## config.mk

```make
export PLATFORM = sky130hd
export DESIGN_NAME = elevator_car_controller_flat
export DESIGN_NICKNAME = d
export VERILOG_FILES = /design/src/rtl/elevator_car_controller_pkg.sv /design/src/rtl/elevator_car_controller_if.sv /design/src/rtl/elevator_car_controller_request_scan.sv /design/src/rtl/elevator_car_controller.sv /design/src/flat_wrapper.sv
export SDC_FILE = /design/constraint.sdc
export NUM_CORES = 1
export LEC_CHECK = 0
export ABC_AREA = 1
export BUFFER_PORTS_ARGS = -buffer_cell sky130_fd_sc_hd__buf_2
export CAP_MARGIN = 20
export CORE_MARGIN = 1.5
export CORE_UTILIZATION = 50
export CTS_CLUSTER_DIAMETER = 150
export DETAILED_ROUTE_END_ITERATION = 10
export PLACE_DENSITY_LB_ADDON = 0.12
export SYNTH_ARGS = -nofsm -noshare
export SYNTH_HDL_FRONTEND = slang
export SYNTH_SLANG_ARGS = --single-unit
```

## constraint.sdc

```tcl
create_clock -name clk -period 4.5 [get_ports clk]
set_input_delay 0.45 -clock clk [delete_from_list [all_inputs] [get_ports clk]]
set_output_delay 0.45 -clock clk [all_outputs]
set_load 0.01 [all_outputs]
```

## src/rtl/elevator_car_controller_pkg.sv

```systemverilog
// Shared codes, sizes and bit-index helpers for the elevator car controller.
package elevator_pkg;

   localparam logic [1:0] STOP   = 2'b00;
   localparam logic [1:0] UP     = 2'b10;
   localparam logic [1:0] DOWN   = 2'b01;
   localparam logic [1:0] UPDOWN = 2'b11;

   localparam logic ON  = 1'b1;
   localparam logic OFF = 1'b0;

   localparam int FLOOR_MIN   = 1;
   localparam int FLOOR_MAX   = 7;
   localparam int NUM_BUTTONS = 14;

   // Hall-call bit positions for floor f (1-based)
   function automatic int upBit(input int f);
      return 2 * f - 1;
   endfunction

   function automatic int downBit(input int f);
      return 2 * f - 2;
   endfunction

   typedef enum logic [1:0] {
      IDLE      = 2'd0,
      MOVE_UP   = 2'd1,
      MOVE_DOWN = 2'd2,
      DOOR_OPEN = 2'd3
   } carState_t;

endpackage

```

## src/rtl/elevator_car_controller_if.sv

```systemverilog
// Dispatcher <-> car bundle. master = dispatcher side, slave = car controller.
interface elevator_car_controller_if;
   import elevator_pkg::*;

   logic [NUM_BUTTONS-1:0] assignedFloorButton;
   logic [FLOOR_MAX-1:0]   carButton;
   logic [2:0]             currentFloor;
   logic [1:0]             direction;
   logic                   doorOpen;
   logic [NUM_BUTTONS-1:0] currentFloorButton;
   logic [NUM_BUTTONS-1:0] servicedButton;

   modport master (
      output assignedFloorButton, carButton,
      input  currentFloor, direction, doorOpen, currentFloorButton, servicedButton
   );

   modport slave (
      input  assignedFloorButton, carButton,
      output currentFloor, direction, doorOpen, currentFloorButton, servicedButton
   );

endinterface

```

## src/rtl/elevator_car_controller_request_scan.sv

```systemverilog
// Combinational view of the pending calls relative to the car: where calls
// are, which way is nearer, whether the next floor is a stop, and which bits
// qualify for service at the current and next floor.
module elevator_request_scan
   import elevator_pkg::*;
(
   input  logic [NUM_BUTTONS-1:0] pendHall,
   input  logic [FLOOR_MAX-1:0]   pendCar,
   input  logic [2:0]             floor,
   input  logic [1:0]             dir,
   output logic                   here,
   output logic                   above,
   output logic                   below,
   output logic                   preferUp,
   output logic                   stopNext,
   output logic [NUM_BUTTONS-1:0] qualHereHall,
   output logic [FLOOR_MAX-1:0]   qualHereCar,
   output logic [NUM_BUTTONS-1:0] qualNextHall,
   output logic [FLOOR_MAX-1:0]   qualNextCar
);

   // Everything below works in floor space: bit g is floor g+1
   logic [FLOOR_MAX-1:0] hallUp, hallDn, reqAt;
   logic [FLOOR_MAX-1:0] curHot, belowMask, aboveMask;
   logic [FLOOR_MAX-1:0] nextHot, aheadNextMask;
   logic [FLOOR_MAX-1:0] hereUpHot, hereDnHot, nextUpHot, nextDnHot;
   logic [FLOOR_MAX-2:0] upAt, downAt, anyAt, nearest;
   logic                 dirUp, aheadHere, aheadNext, atEnd;

   for (genvar g = 0; g < FLOOR_MAX; g++) begin : g_floor
      assign hallUp[g]          = pendHall[2*g+1];
      assign hallDn[g]          = pendHall[2*g];
      assign reqAt[g]           = pendCar[g] | hallUp[g] | hallDn[g];
      assign qualHereHall[2*g+1] = hereUpHot[g];
      assign qualHereHall[2*g]   = hereDnHot[g];
      assign qualNextHall[2*g+1] = nextUpHot[g];
      assign qualNextHall[2*g]   = nextDnHot[g];
   end

   // bit k-1 flags a call exactly k floors up / down
   for (genvar k = 0; k < FLOOR_MAX - 1; k++) begin : g_dist
      assign upAt[k]   = |(reqAt & (curHot << (k + 1)));
      assign downAt[k] = |(reqAt & (curHot >> (k + 1)));
   end

   // Position masks, nearest-call choice and the committed-direction lookahead
   always_comb begin
      curHot    = 7'b1 << (floor - 3'd1);
      belowMask = curHot - 7'd1;
      aboveMask = ~(belowMask | curHot);
      here      = |(reqAt & curHot);
      above     = |(reqAt & aboveMask);
      below     = |(reqAt & belowMask);

      // lowest set distance wins; a tie leaves the UP bit set there
      anyAt    = upAt | downAt;
      nearest  = anyAt & (~anyAt + 6'd1);
      preferUp = |(upAt & nearest);

      unique case (dir)
         UP:           aheadHere = above;
         DOWN:         aheadHere = below;
         STOP, UPDOWN: aheadHere = 1'b0;
      endcase
   end

   // Service qualification here, and the stop test one floor ahead
   always_comb begin
      dirUp = (dir == UP);

      hereUpHot   = curHot & {FLOOR_MAX{(dir != DOWN) | ~aheadHere}};
      hereDnHot   = curHot & {FLOOR_MAX{(dir != UP) | ~aheadHere}};
      qualHereCar = curHot;

      nextHot       = dirUp ? (curHot << 1) : (curHot >> 1);
      aheadNextMask = dirUp ? ~((nextHot - 7'd1) | nextHot) : (nextHot - 7'd1);
      aheadNext     = |(reqAt & aheadNextMask);
      atEnd         = dirUp ? nextHot[FLOOR_MAX-1] : nextHot[0];

      nextUpHot   = nextHot & {FLOOR_MAX{dirUp | ~aheadNext}};
      nextDnHot   = nextHot & {FLOOR_MAX{~dirUp | ~aheadNext}};
      qualNextCar = nextHot;

      stopNext = |(pendCar & nextHot) | |(hallUp & nextUpHot) |
                 |(hallDn & nextDnHot) | atEnd;
   end

endmodule

```

## src/rtl/elevator_car_controller.sv

```systemverilog
// Per-car motion and door controller: latches hall/car calls, steps the car
// floor by floor, holds the door open at served floors, reports service.
//
//   state     | meaning
//   IDLE      | no heading, waiting for a pending call
//   MOVE_UP   | travelling up, floor steps at each travel-counter wrap
//   MOVE_DOWN | travelling down, floor steps at each travel-counter wrap
//   DOOR_OPEN | door open, heading kept, absorbs qualifying calls here
module elevator_car_controller
   import elevator_pkg::*;
#(
   parameter int TRAVEL_CYCLES = 4,
   parameter int DOOR_CYCLES   = 6
) (
   input logic                      clk,
   input logic                      reset,
   elevator_car_controller_if.slave bus
);

   localparam int TW = (TRAVEL_CYCLES > 2) ? $clog2(TRAVEL_CYCLES) : 1;
   localparam int DW = $clog2(DOOR_CYCLES + 1);
   localparam logic [TW-1:0] TRAVEL_LAST = TW'(TRAVEL_CYCLES - 1);
   localparam logic [DW-1:0] DOOR_LOAD   = DW'(DOOR_CYCLES);
   localparam logic [DW-1:0] DOOR_LAST   = DW'(1);
   // floor 7 has no UP call and floor 1 no DOWN call
   localparam logic [NUM_BUTTONS-1:0] HALL_ENTRY_MASK =
      ~((NUM_BUTTONS'(1) << upBit(FLOOR_MAX)) | (NUM_BUTTONS'(1) << downBit(FLOOR_MIN)));

   carState_t              state, stateNext;
   logic [2:0]             floorReg, floorNext;
   logic [1:0]             dirReg, dirNext;
   logic [TW-1:0]          travelCnt, travelNext;
   logic [DW-1:0]          doorCnt, doorNext;
   logic [NUM_BUTTONS-1:0] pendHall, hallNext, servReg, inHall, clrHall;
   logic [FLOOR_MAX-1:0]   pendCar, carNext, inCar, clrCar;
   logic                   doorOpenReg;

   logic                   here, above, below, preferUp, stopNext;
   logic [NUM_BUTTONS-1:0] qualHereHall, qualNextHall;
   logic [FLOOR_MAX-1:0]   qualHereCar, qualNextCar;

   elevator_request_scan uScan (
      .pendHall     (pendHall),
      .pendCar      (pendCar),
      .floor        (floorReg),
      .dir          (dirReg),
      .here         (here),
      .above        (above),
      .below        (below),
      .preferUp     (preferUp),
      .stopNext     (stopNext),
      .qualHereHall (qualHereHall),
      .qualHereCar  (qualHereCar),
      .qualNextHall (qualNextHall),
      .qualNextCar  (qualNextCar)
   );

   assign bus.currentFloor       = floorReg;
   assign bus.direction          = dirReg;
   assign bus.doorOpen           = doorOpenReg;
   assign bus.currentFloorButton = pendHall;
   assign bus.servicedButton     = servReg;

   // Next state, heading, counters and request latches
   always_comb begin
      inHall     = bus.assignedFloorButton & HALL_ENTRY_MASK;
      inCar      = bus.carButton;
      stateNext  = state;
      dirNext    = dirReg;
      floorNext  = floorReg;
      travelNext = travelCnt;
      doorNext   = doorCnt;
      clrHall    = '0;
      clrCar     = '0;

      unique case (state)
         IDLE: begin
            dirNext    = STOP;
            travelNext = '0;
            if (here) begin
               stateNext = DOOR_OPEN;
               clrHall   = pendHall & qualHereHall;
               clrCar    = pendCar & qualHereCar;
               doorNext  = DOOR_LOAD;
            end else if (above && (!below || preferUp)) begin
               stateNext = MOVE_UP;
               dirNext   = UP;
            end else if (below) begin
               stateNext = MOVE_DOWN;
               dirNext   = DOWN;
            end
         end
         MOVE_UP, MOVE_DOWN: begin
            if (travelCnt == TRAVEL_LAST) begin
               travelNext = '0;
               floorNext  = (state == MOVE_UP) ? floorReg + 3'd1 : floorReg - 3'd1;
               if (stopNext) begin
                  stateNext = DOOR_OPEN;
                  clrHall   = pendHall & qualNextHall;
                  clrCar    = pendCar & qualNextCar;
                  doorNext  = DOOR_LOAD;
               end
            end else begin
               travelNext = travelCnt + TW'(1);
            end
         end
         DOOR_OPEN: begin
            // pending bits are included so a call re-set on the entry edge is still served
            clrHall = (pendHall | inHall) & qualHereHall;
            clrCar  = (pendCar | inCar) & qualHereCar;
            if ((|clrHall) || (|clrCar)) begin
               doorNext = DOOR_LOAD;
            end else if (doorCnt == DOOR_LAST) begin
               doorNext   = '0;
               travelNext = '0;
               if (dirReg == UP && above) begin
                  stateNext = MOVE_UP;
               end else if (dirReg == DOWN && below) begin
                  stateNext = MOVE_DOWN;
               end else if (dirReg == UP && below) begin
                  stateNext = MOVE_DOWN;
                  dirNext   = DOWN;
               end else if (dirReg == DOWN && above) begin
                  stateNext = MOVE_UP;
                  dirNext   = UP;
               end else begin
                  stateNext = IDLE;
                  dirNext   = STOP;
               end
            end else begin
               doorNext = doorCnt - DW'(1);
            end
         end
      endcase

      // a new call normally beats a clear; at an open door it is absorbed instead
      if (state == DOOR_OPEN) begin
         hallNext = (pendHall | inHall) & ~clrHall;
         carNext  = (pendCar | inCar) & ~clrCar;
      end else begin
         hallNext = (pendHall & ~clrHall) | inHall;
         carNext  = (pendCar & ~clrCar) | inCar;
      end
   end

   // FSM state register
   always_ff @(posedge clk or negedge reset) begin
      if (!reset) begin
         state <= IDLE;
      end else begin
         state <= stateNext;
      end
   end

   // Position, counters, latches and registered outputs
   always_ff @(posedge clk or negedge reset) begin
      if (!reset) begin
         floorReg    <= 3'(FLOOR_MIN);
         dirReg      <= STOP;
         travelCnt   <= '0;
         doorCnt     <= '0;
         pendHall    <= '0;
         pendCar     <= '0;
         servReg     <= '0;
         doorOpenReg <= OFF;
      end else begin
         floorReg    <= floorNext;
         dirReg      <= dirNext;
         travelCnt   <= travelNext;
         doorCnt     <= doorNext;
         pendHall    <= hallNext;
         pendCar     <= carNext;
         servReg     <= clrHall;
         doorOpenReg <= (stateNext == DOOR_OPEN) ? ON : OFF;
      end
   end

endmodule

```

## src/flat_wrapper.sv

```systemverilog
// flat-port wrapper written by rule: the top's interface ports become plain ports
module elevator_car_controller_flat import elevator_pkg::*;
#(
   parameter int TRAVEL_CYCLES = 4,
   parameter int DOOR_CYCLES   = 6
)
  (clk, reset, bus_assignedFloorButton, bus_carButton, bus_currentFloor, bus_direction, bus_doorOpen, bus_currentFloorButton, bus_servicedButton);
  elevator_car_controller_if bus_i ();
  input logic clk;
  input logic reset;
  input wire logic [$bits(bus_i.assignedFloorButton)-1:0] bus_assignedFloorButton;
  input wire logic [$bits(bus_i.carButton)-1:0] bus_carButton;
  output wire logic [$bits(bus_i.currentFloor)-1:0] bus_currentFloor;
  output wire logic [$bits(bus_i.direction)-1:0] bus_direction;
  output wire logic [$bits(bus_i.doorOpen)-1:0] bus_doorOpen;
  output wire logic [$bits(bus_i.currentFloorButton)-1:0] bus_currentFloorButton;
  output wire logic [$bits(bus_i.servicedButton)-1:0] bus_servicedButton;
  assign bus_i.assignedFloorButton = bus_assignedFloorButton;
  assign bus_i.carButton = bus_carButton;
  assign bus_currentFloor = bus_i.currentFloor;
  assign bus_direction = bus_i.direction;
  assign bus_doorOpen = bus_i.doorOpen;
  assign bus_currentFloorButton = bus_i.currentFloorButton;
  assign bus_servicedButton = bus_i.servicedButton;
  elevator_car_controller #(.TRAVEL_CYCLES(TRAVEL_CYCLES), .DOOR_CYCLES(DOOR_CYCLES)) u_core (.clk(clk), .reset(reset), .bus(bus_i));
endmodule
```

==> metrics.csv <==
metric;value;unit
# hold bufs at CTS;0;
share of total power in combinational logic;0.713;
switch share;0.541;
Synth Area in XOR/XNOR;0.00841;
internal power;1.69;mW
clock power share;0.100;
post-synthesis cell type count;43;
multiplexer share of the synthesized area;0;
leak pwr;2.54;nW
ant diodes;0;
max-cap violation count;0;
vias in the first global route;4042;
largest net degree at the start of global routing;49;
register area share after synthesis;0.289;
Sw Pwr;1.99;mW
Power Density;789;nW/µm²
top_reg_cell synth;dfrtp_1;
CP Launch Type;flop;
clk_skew;9.80;ps
TritonCTS Buffers;5;
post-layout min period;4010;ps
Cells after Synth;619;
Rows;33;
Post-synth EDFFs;0;
GPL Wtd Cong;0.975;
Max Fclk;0.250;GHz
worst-skew pair later-pin latency;300;ps
core area;8130;µm²
drt first pass iters;6;
first-pass GRT wire length;19900;µm
RSZ-0062 raised after global routing;false;
critical path class;flop to flop;
worst-path maximum fanout;12;
Detail Placement HPWL;9280;µm
Via Count;4445;
Rel. slew slack;0.316;
most frequent cells in the layout;171 x nand2_1, 81 x inv_1, 54 x buf_2;
CTS tree;built;
async set-reset flop share out of synthesis;1.00;
clk buf depth;2;
area overhead of the layout relative to synthesis;12.1;%
Critical Path AT;4210;ps
CTS Root Cell;clkbuf_8;
Die Wd;94.3;µm
measured slew at the worst slew-check pin;1020;ps
Mapped Avg Cell Area;6.73;µm²
Setup WS post-layout;493;ps
Post-CTS Setup Inserts;0;
# port buffers;54;
largest family of logic cells by synthesized area;simple AND/OR/NAND/NOR gates;
Max Slew Vio Count;0;
final setup fails;0;
Synth Area in Adders;0.0691;
CTS clk-pin slew, worst paths;90;ps
maximum VDD drop;0.491;mV
share of layout cells above drive strength 1;0.165;
Avg Vias per Cell;5.75;
Simple-Gate Fraction of Synth Area;0.358;
initial antenna violation count;0;
total congestion overflow;0;
die height;94.3;µm
Layout Nets;714;
syn_nets;665;
status;complete, no violations;
YS warnings;0;
setup TNS;0;ps
Starting Density;0.512;
residual antenna-violating net count after detailed routing;0;
final WL;12400;µm
Compound-Gate Fraction of Synth Area;0.172;
drt drc;0;
gr usage total;0.289;
FF+latch count, synth;48;
CP required;4700;ps
Starting DRT DRC Count;466;
wire per inst;16.0;µm
Post-Synthesis Cell Area;4170;µm²
CTS sink cnt;48;
Top Ports;57;
H-tree depth;2;
register share of total power;0.187;
die area;8890;µm²
critical path endpoint category;flop;
Resize count post-CTS;0;
post-layout util;0.574;
Place WS;527;ps
leading cell type in the layout, fill and taps excluded;nand2_1;
Hold Path Class;primary input to asynchronous set/reset pin;
hold violation total from the final report;0;
period utilization;0.890;
-- flip-flops by register name, summed over array words and instances, names as in the netlist --
register                       flops
u_core.doorCnt                     3
u_core.bus.currentFloor            3
u_core.travelCnt                   2
u_core.bus.doorOpen                1
u_core.pendCar                     7
u_core.state                       2
u_core.bus.currentFloorButton     14
u_core.bus.servicedButton         14
u_core.bus.direction               2
-- cell families (layout without fill, tap and decap cells) --
kind of cell / after synthesis / in the layout
flip-flops: 48 / 48
AND/OR/NAND/NOR: 323 / 323
XOR/XNOR: 4 / 4
adder cells (fa/ha/maj): 23 / 23
buffers and inverters: 105 / 154
AO/OA/AOI/OAI: 116 / 116
-- routing by layer --
metal / track usage / share of wire
met5: 0 / 0
met4: 0.132 / 0.041
met2: 0.465 / 0.45
met3: 0.0461 / 0.080
met1: 0.377 / 0.43
-- power groups by stage --
stage,clock network [mW],logic (mW),registers [mW]
floorplan,0,1.94,0.717
global placement,0,2.50,0.690
detailed placement,0,2.55,0.696
CTS,0.375,2.56,0.689
global route,0.392,2.97,0.709
finish,0.369,2.63,0.689
-- synthesized netlist by cell type (6+ instances only) --
cell type / instances / area [µm²]
a21oi_1: 12 / 60.1
clkbuf_1: 11 / 41.3
dfrtp_1: 47 / 1180
ha_1: 23 / 288
inv_1: 81 / 304
nand2_1: 171 / 642
nand2_2: 12 / 75.1
nand3_1: 47 / 235
nand3b_1: 6 / 45.0
nand4_1: 16 / 100
nor2_1: 48 / 180
o21ai_0: 46 / 230
o21ai_1: 7 / 35.0
o22ai_1: 21 / 131
o32ai_1: 11 / 96.3
-- stage by stage --
| stage | hold slack, ps | power, mW | std cells | cell area (µm²) |
|---|---|---|---|---|
| floorplan | 154 | 2.66 | 619 | 4170 |
| global placement | 517 | 3.19 | 764 | 4490 |
| detailed placement | 526 | 3.25 | 764 | 4490 |
| CTS | 353 | 3.63 | 771 | 4620 |
| global route | 129 | 4.08 | 773 | 4670 |
| finish | 96.4 | 3.69 | 773 | 4670 |
-- critical path, stage by stage (launching register included) --
cell	delay (ps)
dfstp_2	590
inv_1	110
ha_1	240
nand2_2	90
nand2_4	140
nand2_2	220
nand2_1	120
nand2_2	170
ha_1	190
nand3_1	110
nor2_1	110
nand2_1	60
ha_1	270
nand2_1	70
nand4_1	90
o21ai_1	170
nand2_2	100
nand2_2	140
nand2_1	90
nand2_1	90
nor2_1	50
nand3_1	190
nand2_1	160
o22ai_1	140
nand2_1	70
nand2_1	80
nand2_1	50
-- worst paths after layout --
check / startpoint / endpoint / slack, ps / depth (start not counted)
worst max register to register: u_core.bus.currentFloor[0] / u_core.pendCar[5] / 490 / 26
worst max-delay path: u_core.bus.currentFloor[0] / u_core.pendCar[5] / 490 / 26
worst min register to register: u_core.bus.direction[0] / u_core.bus.direction[0] / 550 / 2
worst min-delay path: reset / u_core.bus.currentFloorButton[5] / 100 / 1
max in group asynchronous: reset / u_core.state[1] / 3860 / 2
min in group clk: bus_assignedFloorButton[12] / u_core.bus.currentFloorButton[12] / 350 / 3
-- final cells by class --
| cell class | instances | area (µm²) |
|---|---|---|
| Fill cell | 790 | 3460 |
| Multi-Input combinational cell | 466 | 2530 |
| Sequential cell | 48 | 1200 |
| Timing Repair Buffer | 60 | 348 |
| Inverter | 87 | 329 |
| Tap cell | 105 | 131 |
| Clock buffer | 5 | 68.8 |
| Clock inverter | 2 | 60.1 |
Note: power is estimated with default switching activity, not from simulation.
